## config.mk

```make
export PLATFORM = sky130hd
export DESIGN_NAME = mult_ctrl
export DESIGN_NICKNAME = d
export VERILOG_FILES = /design/src/rtl/mult_pkg.sv /design/src/rtl/hilo_regs.sv /design/src/rtl/mult_ctrl.sv
export SDC_FILE = /design/constraint.sdc
export NUM_CORES = 1
export LEC_CHECK = 0
export ABC_AREA = 0
export BUFFER_PORTS_ARGS = -buffer_cell sky130_fd_sc_hd__buf_4
export CAP_MARGIN = 10
export CELL_PAD_IN_SITES_DETAIL_PLACEMENT = 0
export CELL_PAD_IN_SITES_GLOBAL_PLACEMENT = 1
export CORE_MARGIN = 3
export CORE_UTILIZATION = 38
export CTS_BUF_LIST = sky130_fd_sc_hd__clkbuf_16
export DETAILED_ROUTE_END_ITERATION = 8
export GPL_TIMING_DRIVEN = 0
export PLACE_DENSITY_LB_ADDON = 0.1
export SYNTH_ARGS = -nofsm -noshare
export SYNTH_HDL_FRONTEND = slang
export SYNTH_HIERARCHICAL = 1
export SYNTH_SLANG_ARGS = --single-unit
```

## constraint.sdc

```tcl
create_clock -name clk -period 2.3 [get_ports clk]
set_clock_uncertainty 0.2 [all_clocks]
set_input_delay 0.46 -clock clk [delete_from_list [all_inputs] [get_ports clk]]
set_output_delay 0.46 -clock clk [all_outputs]
set_load 0.05 [all_outputs]
```

## src/rtl/mult_pkg.sv

```systemverilog
// Shared definitions for the multiply sequencing controller.
//   state_e            : controller state encoding
//   MULT_LATENCY       : cycles the shift-add multiplier needs to finish
//   DEFAULT_MAX_CYCLES : default RUN-state watchdog limit
package mult_pkg;

  typedef enum logic [1:0] {
    ST_IDLE  = 2'd0,
    ST_CLEAR = 2'd1,
    ST_RUN   = 2'd2,
    ST_DONE  = 2'd3
  } state_e;

  localparam int unsigned MULT_LATENCY       = 34;
  localparam int unsigned DEFAULT_MAX_CYCLES = 40;

endpackage

```

## src/rtl/hilo_regs.sv

```systemverilog
// Architectural HI/LO register pair.
//   clk, rst      : clock, async active-low reset (clears HI and LO)
//   wr_hi/wr_lo   : move-to writes of wr_data (MTHI/MTLO)
//   prod_we       : load prod_hi/prod_lo (multiply result)
//   rd_hi/rd_lo   : read select (MFHI has priority over MFLO)
//   rd_data       : combinational read data, old value on same-cycle write
module hilo_regs (
  input  logic        clk,
  input  logic        rst,
  input  logic        wr_hi,
  input  logic        wr_lo,
  input  logic [31:0] wr_data,
  input  logic        prod_we,
  input  logic [31:0] prod_hi,
  input  logic [31:0] prod_lo,
  input  logic        rd_hi,
  input  logic        rd_lo,
  output logic [31:0] rd_data
);

  logic [31:0] hi_q, hi_d;
  logic [31:0] lo_q, lo_d;

  always_comb begin
    hi_d = hi_q;
    lo_d = lo_q;
    if (prod_we) begin
      hi_d = prod_hi;
      lo_d = prod_lo;
    end else begin
      if (wr_hi) hi_d = wr_data;
      if (wr_lo) lo_d = wr_data;
    end
  end

  always_ff @(posedge clk or negedge rst) begin
    if (!rst) begin
      hi_q <= '0;
      lo_q <= '0;
    end else begin
      hi_q <= hi_d;
      lo_q <= lo_d;
    end
  end

  always_comb begin
    rd_data = '0;
    if (rd_hi)      rd_data = hi_q;
    else if (rd_lo) rd_data = lo_q;
  end

endmodule

```

## src/rtl/mult_ctrl.sv

```systemverilog
// Sequencing controller for the shared-ALU shift-add multiplier.
//   clk, rst                  : clock, async active-low reset
//   MultE/MfhiE/MfloE/        : Execute-stage MULT / move-from / move-to
//   MthiE/MtloE
//   SrcAE, SrcBE              : Execute operands (A also carries MTHI/MTLO data)
//   mul_completed/hi/lo       : multiplier done flag and product
//   mul_rst, mul_MultE        : multiplier clear pulse and enable
//   mul_SrcA, mul_SrcB        : operands latched at MULT issue
//   alu_sel_mult              : shared ALU owned by the multiplier (RUN only)
//   StallMD                   : stall request to the hazard unit
//   HiLoOut                   : MFHI/MFLO read data
//   busy, timeout_err         : not idle; sticky watchdog flag
module mult_ctrl
  import mult_pkg::*;
#(
  parameter int unsigned MAX_CYCLES = DEFAULT_MAX_CYCLES,
  parameter int unsigned CNT_W      = 6
) (
  input  logic        clk,
  input  logic        rst,
  input  logic        MultE,
  input  logic        MfhiE,
  input  logic        MfloE,
  input  logic        MthiE,
  input  logic        MtloE,
  input  logic [31:0] SrcAE,
  input  logic [31:0] SrcBE,
  input  logic        mul_completed,
  input  logic [31:0] mul_hi,
  input  logic [31:0] mul_lo,
  output logic        mul_rst,
  output logic        mul_MultE,
  output logic [31:0] mul_SrcA,
  output logic [31:0] mul_SrcB,
  output logic        alu_sel_mult,
  output logic        StallMD,
  output logic [31:0] HiLoOut,
  output logic        busy,
  output logic        timeout_err
);

  state_e             state_q, state_d;
  logic [CNT_W-1:0]   cnt_q, cnt_d;
  logic [31:0]        src_a_q, src_a_d;
  logic [31:0]        src_b_q, src_b_d;
  logic               timeout_err_q, timeout_err_d;
  // Marks that the current DONE came from the watchdog, so the product
  // (garbage) must not reach HI/LO. Separate from the sticky flag so later
  // multiplies still write back normally.
  logic               abort_q, abort_d;

  logic               wr_hi, wr_lo, prod_we;

  always_comb begin
    state_d       = state_q;
    cnt_d         = cnt_q;
    src_a_d       = src_a_q;
    src_b_d       = src_b_q;
    timeout_err_d = timeout_err_q;
    abort_d       = 1'b0;
    wr_hi         = 1'b0;
    wr_lo         = 1'b0;
    prod_we       = 1'b0;
    StallMD       = 1'b0;

    unique case (state_q)
      ST_IDLE: begin
        StallMD = MultE;
        if (MultE) begin
          src_a_d = SrcAE;
          src_b_d = SrcBE;
          state_d = ST_CLEAR;
        end else begin
          wr_hi = MthiE;
          wr_lo = MtloE;
        end
      end
      ST_CLEAR: begin
        StallMD = 1'b1;
        cnt_d   = '0;
        state_d = ST_RUN;
      end
      ST_RUN: begin
        StallMD = 1'b1;
        cnt_d   = cnt_q + 1'b1;
        if (mul_completed) begin
          state_d = ST_DONE;
        end else if (cnt_q == CNT_W'(MAX_CYCLES - 1)) begin
          timeout_err_d = 1'b1;
          abort_d       = 1'b1;
          state_d       = ST_DONE;
        end
      end
      ST_DONE: begin
        // MultE here is still the instruction just serviced; it leaves
        // Execute this cycle because StallMD is low.
        prod_we = ~abort_q;
        state_d = ST_IDLE;
      end
      default: state_d = ST_IDLE;
    endcase
  end

  always_ff @(posedge clk or negedge rst) begin
    if (!rst) begin
      state_q       <= ST_IDLE;
      cnt_q         <= '0;
      src_a_q       <= '0;
      src_b_q       <= '0;
      timeout_err_q <= 1'b0;
      abort_q       <= 1'b0;
    end else begin
      state_q       <= state_d;
      cnt_q         <= cnt_d;
      src_a_q       <= src_a_d;
      src_b_q       <= src_b_d;
      timeout_err_q <= timeout_err_d;
      abort_q       <= abort_d;
    end
  end

  // Held high during reset so the multiplier is cleared along with us.
  assign mul_rst      = ~rst | (state_q == ST_CLEAR);
  assign mul_MultE    = (state_q == ST_RUN);
  assign alu_sel_mult = (state_q == ST_RUN);
  assign mul_SrcA     = src_a_q;
  assign mul_SrcB     = src_b_q;
  assign busy         = (state_q != ST_IDLE);
  assign timeout_err  = timeout_err_q;

  hilo_regs u_hilo (
    .clk     (clk),
    .rst     (rst),
    .wr_hi   (wr_hi),
    .wr_lo   (wr_lo),
    .wr_data (SrcAE),
    .prod_we (prod_we),
    .prod_hi (mul_hi),
    .prod_lo (mul_lo),
    .rd_hi   (MfhiE),
    .rd_lo   (MfloE),
    .rd_data (HiLoOut)
  );

endmodule

```

==> reports/metrics.yaml, run 1 <==
setup_path:
  cp_max_fo: 3
  cp-start-kind: "register"
  r2r_start: "state_q[0]$_DFFE_PN0P_"
  max_stage_delay_ps: 410
  required_ps: 1640
  path_cells: "buf_4, buf_4, ha_2, nand2b_4, buf_8"
  cpMaxStageDelayCell: "dfrtp_1"
  cp.buffers_inverters: 3
  ff2ff_path_depth: 8
  ff2ff_setup_slack_ps: 140
  critical_path_arrival_ps: 1580
  critPathCaptureType: "output port"
  cpMostUsedCell: "buf_4"
  critical-path-top-delay-family: "buffers and inverters"
  rr_endpoint: "u_hilo/hi_q[23]$_DFFE_PN0P_"
  path_class: "reg -> out"
sta:
  rsz0062_at_grt: "no"
  setup_slack_ps: 63.4
  fmaxAchievable_mhz: 447
  slew_violations: 0
  worst_pin_slew_ps: 764
  finalHoldViolCount: 77
  period_share_pct: 97.2
  setup_viol: 0
  period_needed_ps: 2240
  relSlewSlack_pct: 49.1
  holdWs_ps: -120
floorplan:
  fp.dieArea_um2: 18500
  die_w_um: 136
  num_rows: 46
  io_pins: 238
  dieHeight_um: 136
  core_area_um2: 16200
  start_util_pct: 39.7
global_route:
  grt_pass1_vias: 5464
  grt_start_max_net_pins: 80
  gr-usage-all-layers_pct: 20.3
  grt_pass1_wl_um: 28800
  gr-total-overflow: 0
  antenna_found_initial: 0
place:
  dp_cells: 976
  portBuffers: 236
  routabilityCongestion: 0.838
  hpwlAfterDp_um: 13900
  preCtsSetupSlack_ps: -100
  placed_area_um2: 8510
logic_synthesis:
  synthCells: 523
  yosys-top-cells-area: "dfrtp_1 (54%), mux2i_1 (10%), mux2_1 (9.4%)"
  synth_cell_types: 35
  synth_edf_count: 0
  synth_top_area_share_pct: 53.6
  netlist_area_um2: 6440
  ys_seq_area_share_pct: 53.6
  yosysTopAreaCell: "dfrtp_1"
  ys.flop_type: "dfrtp_1"
  yosysMostFrequentCell: "dfrtp_1"
  yosysWarningCount: 6
  synth_nets: 665
  synthTopCellsByCount: "dfrtp_1 (138), nand2_1 (73), mux2i_1 (65), mux2_1 (54), o21ai_1 (52)"
  async_flop_share_pct: 100
  ys_ff_latch: 138
  syn_avg_cell_area_um2: 12.3
cells_and_area:
  fin_area_um2: 9170
  syn_to_final_growth_pct: 42.4
  fillers: 1449
  layout-drive-gt1-share_pct: 42.6
  diodes: 0
  final-seq-area_um2: 3450
  final_nets: 926
  multi_input_area_um2: 2620
  fin_cells: 1012
routing:
  drc: 0
  vias: 5068
  viasPerCell: 5.01
  antenna_left: 0
  firstDrtPassIters: 4
  wl_per_cell_um: 18.5
  drt-total-wl_um: 18700
  drtIter0Drc: 178
clock_network:
  clk_path_buf_depth: 2
  root_buffer: "clkbuf_16"
  insertion_delay_ps: 410
  clk_pin_slew_ps: 60
  cts_tree: "built"
  cts.sinks: 138
  cts_made_buffers: 17
  cts-htree-levels: 4
status:
  outcome: "finished, violations left"
  violations: "negative hold slack"
pwr:
  leakagePower_nw: 4.24
  powerDensity_nw_per_um2: 1610
  worst_ir_drop_vdd_mv: 0.978
job:
  cap_violations: 0
hold_path:
  hold_path_class: "in -> async"
[layout by cell type (no fill, tap or decap), types with 2 or more instances in the layout]
cell / n
a21oi_1: 2
a22o_1: 30
and2_1: 2
buf_12: 6
buf_2: 8
buf_4: 244
buf_6: 15
buf_8: 2
bufinv_16: 2
clkbuf_16: 17
clkbuf_2: 4
clkinv_1: 4
clkinv_2: 3
clkinv_4: 2
clkinvlp_4: 2
dfrtp_1: 138
ha_1: 3
ha_2: 2
inv_1: 3
inv_2: 3
mux2_1: 54
mux2_2: 10
mux2i_1: 65
nand2_1: 72
nand3_1: 5
nor2_1: 4
nor2b_1: 3
o21ai_0: 10
o21ai_1: 52
o21ai_2: 8
[how the worst max path moves through the flow]
stage	slack [ps]	endpoint	from	depth (start not counted)
floorplan	-200	HiLoOut[29]	MfhiE	3
global placement	-600	mul_rst	rst	3
detailed placement	-100	u_hilo/lo_q[23]$_DFFE_PN0P_	state_q[0]$_DFFE_PN0P_	8
CTS	2	mul_rst	state_q[0]$_DFFE_PN0P_	5
global route	3	StallMD	state_q[1]$_DFFE_PN0P_	6
finish	60	mul_rst	state_q[0]$_DFFE_PN0P_	5
[final cells by class]
type | count | area share, %
plain buffers | 37 | 4.10
clock buffers | 17 | 4.64
clock inverters | 14 | 1.43
inverters | 6 | 0.246
multi-input cells | 340 | 28.6
flip-flops and latches | 138 | 37.7
well taps | 216 | 2.95
repair buffers | 244 | 20.4
[sequential cells by signal, indices dropped and copies added, names as in the netlist]
signal / count
mul_SrcA: 32
mul_SrcB: 32
u_hilo/hi_q: 32
u_hilo/lo_q: 32
cnt_q: 6
state_q: 2
abort_q: 1
timeout_err: 1
[layer usage]
| layer | share of wire [%] | wire length [um] | GRT usage [%] |
|---|---|---|---|
| met1 | 38 | 7090 | 23.9 |
| met2 | 52 | 9660 | 34.7 |
| met3 | 8.7 | 1630 | 7.36 |
| met4 | 1.6 | 305 | 6.22 |
| met5 | 0 | 0 | 0 |
[logic make-up (layout without fill, tap and decap cells)]
| family | after synthesis | count (layout) | synth area share [%] |
|---|---|---|---|
| flip-flops | 138 | 138 | 53.6 |
| buffers and inverters | 45 | 318 | 6.36 |
| XOR/XNOR | 1 | 1 | 0.136 |
| adder cells (fa/ha/maj) | 6 | 6 | 1.17 |
| AND/OR/NAND/NOR | 97 | 97 | 6.63 |
| multiplexers | 129 | 129 | 21.3 |
| AO/OA/AOI/OAI | 107 | 107 | 10.8 |
[where the power goes]
part,internal (mW),total (mW),switching (mW)
logic,2.83,7.93,5.10
registers,3.62,4.24,0.624
clock network,1.57,2.60,1.02
[through the flow]
step                setup TNS [ps]  total power [mW]  utilization [%]  hold slack (ps)
floorplan                     -409              9.62                -            -35.6
global placement             -2070              11.9             52.3              274
detailed placement           -4240              12.1             52.5              279
CTS                              0              14.9             56.4             -103
global route                     0              15.6             56.5            -86.3
finish                           0              14.8             56.5             -120
[what timing repair did]
action,CTS,global route
gates resized for setup,12,6
buffers inserted,7,0
cloned,0,0
pin swaps,2,1
endpoints found under the setup margin,61,2
hold endpoints to repair,77,77
(Power assumes the default switching activity.)
==> run 2: changes to the inputs <==
Settings changed: CTS_BUF_LIST sky130_fd_sc_hd__clkbuf_16 to not set.
==> run 2 against run 1 <==
The flow still finishes with violations (negative hold slack). Non-clock buffer count is 2 higher. Highest routed layer unchanged. Combinational power hardly changed. Register-to-register slack hardly changed.
==> reports/metrics.yaml, run 2 (synthesis gave the netlist of run 1 again) <==
routing:
  antenna_left: 0
  drt-total-wl_um: 18700
  wl_per_cell_um: 18.5
  drtIter0Drc: 198
  firstDrtPassIters: 4
  drc: 0
  viasPerCell: 4.98
  vias: 5049
setup_path:
  cp-start-kind: "register"
  path_class: "reg -> out"
  cpMostUsedCell: "buf_4"
  critPathCaptureType: "output port"
  path_cells: "buf_4, buf_4, ha_1, nand2b_4, buf_6"
  cpMaxStageDelayCell: "dfrtp_1"
  max_stage_delay_ps: 410
  critical_path_arrival_ps: 1600
  cp_max_fo: 3
  required_ps: 1640
place:
  hpwlAfterDp_um: 13900
  dp_cells: 976
  routabilityCongestion: 0.838
  portBuffers: 236
  preCtsSetupSlack_ps: -100
sta:
  holdWs_ps: -120
  setup_viol: 0
  period_needed_ps: 2260
  worst_pin_slew_ps: 766
  fmaxAchievable_mhz: 443
  rsz0062_at_grt: "yes"
  relSlewSlack_pct: 48.9
  finalHoldViolCount: 77
  setup_slack_ps: 42.3
  slew_violations: 0
  period_share_pct: 98.2
floorplan:
  core_area_um2: 16200
  start_util_pct: 39.7
  num_rows: 46
  dieHeight_um: 136
  die_w_um: 136
  fp.dieArea_um2: 18500
  io_pins: 238
pwr:
  leakagePower_nw: 4.27
  p_switching_mw: 6.75
  clkPwrFrac_pct: 18.3
  internal-power_mw: 8.17
  p_seq_share_pct: 28.4
  powerDensity_nw_per_um2: 1620
  p_sw_share_pct: 45.2
  p_total_mw: 14.9
  worst_ir_drop_vdd_mv: 1.07
  pwr-share-comb_pct: 53.3
global_route:
  grt_pass1_wl_um: 28800
  grt_pass1_vias: 5460
  gr-usage-all-layers_pct: 20.3
  antenna_found_initial: 0
  grt_start_max_net_pins: 80
  gr-total-overflow: 0
clock_network:
  root_buffer: "clkbuf_16"
  cts_tree: "built"
  cts.sinks: 138
  clk_path_buf_depth: 2
  clk_pin_slew_ps: 60
  cts_made_buffers: 17
  cts-htree-levels: 4
  insertion_delay_ps: 410
cells_and_area:
  syn_to_final_growth_pct: 43.0
  layout_common_cells: "buf_4 (246), dfrtp_1 (138), nand2_1 (72)"
  diodes: 0
  final_common_cell: "buf_4"
  final_nets: 928
  fillers: 1440
  layout-drive-gt1-share_pct: 43.1
  fin_util_pct: 56.7
  fin_cells: 1014
status:
  violations: "negative hold slack"
  outcome: "finished, violations left"
hold_path:
  hold_path_class: "in -> async"
job:
  cap_violations: 0
run 2: cell count changes in the layout (fill, tap and decap cells not counted):
cell,previous run,this run
clkinv_1,4,0
buf_8,2,1
buf_4,244,246
ha_2,2,1
a21oi_4,1,0
ha_1,3,4
clkbuf_8,0,4
buf_6,15,16
a21oi_2,0,1
run 2: path summary, 6_finish.rpt:
| path | start | depth (start not counted) | slack (ps) | to |
|---|---|---|---|---|
| worst max-delay path | state_q[0]$_DFFE_PN0P_ | 5 | 40 | mul_rst |
| worst min-delay path | rst | 1 | -120 | mul_SrcA[18]$_DFFE_PN0P_ |
| worst max register to register | state_q[0]$_DFFE_PN0P_ | 8 | 130 | u_hilo/hi_q[23]$_DFFE_PN0P_ |
| worst min register to register | mul_SrcB[7]$_DFFE_PN0P_ | 1 | 290 | mul_SrcB[7]$_DFFE_PN0P_ |
| max in group asynchronous | rst | 2 | 1250 | u_hilo/hi_q[4]$_DFFE_PN0P_ |
| min in group clk | SrcBE[18] | 2 | 60 | mul_SrcB[18]$_DFFE_PN0P_ |
run 2: critical path: cells and delay by family, from the launching register on:
family | cells | cell delay [ps]
buf+inv | 3 | 460
fa+ha+maj | 1 | 190
simple gates | 1 | 140
flops | 1 | 410
run 2: routing by layer:
metal / up-vias / GRT usage, % / wire (um)
met5: - / 0 / 0
met2: 172 / 34.7 / 9550
li1: 2372 / - / -
met4: 0 / 5.88 / 310
met3: 21 / 7.36 / 1620
met1: 2484 / 23.9 / 7240
run 2: what timing repair did:
| action | in CTS | in global routing |
|---|---|---|
| gates resized for setup | 11 | 3 |
| setup buffers | 7 | 2 |
| gates cloned | 0 | 0 |
| pin swaps | 2 | 1 |
| setup endpoints to repair | 61 | 2 |
| hold endpoints to repair | 77 | 77 |
run 2: metrics by stage:
stage,hold slack (ps),setup TNS [ps],area [um^2]
after floorplan,-35.6,-409,6440
after global placement,274,-2070,8480
after detailed placement,279,-4240,8510
after CTS,-98.4,0,9180
after global routing,-86.3,-10.2,9210
final,-120,0,9210
run 2: final cells by class:
type / count / area (um^2) / share of cell area (%)
buffer: 37 / 375 / 4.08
clock buffer: 21 / 480 / 5.22
clock inverter: 10 / 116 / 1.26
inverter: 6 / 22.5 / 0.245
multi-input combinational: 340 / 2610 / 28.4
sequential: 138 / 3450 / 37.5
tap: 216 / 270 / 2.94
timing repair buffer: 246 / 1880 / 20.4
run 2: power by group through the flow:
stage	sequential, mW	clock, mW	combinational [mW]
floorplan	6.19	0	3.43
global placement	4.19	0	7.69
CTS	4.24	2.80	7.97
finish	4.25	2.73	7.95
detailed placement	4.27	0	7.81
global route	4.39	2.91	8.45
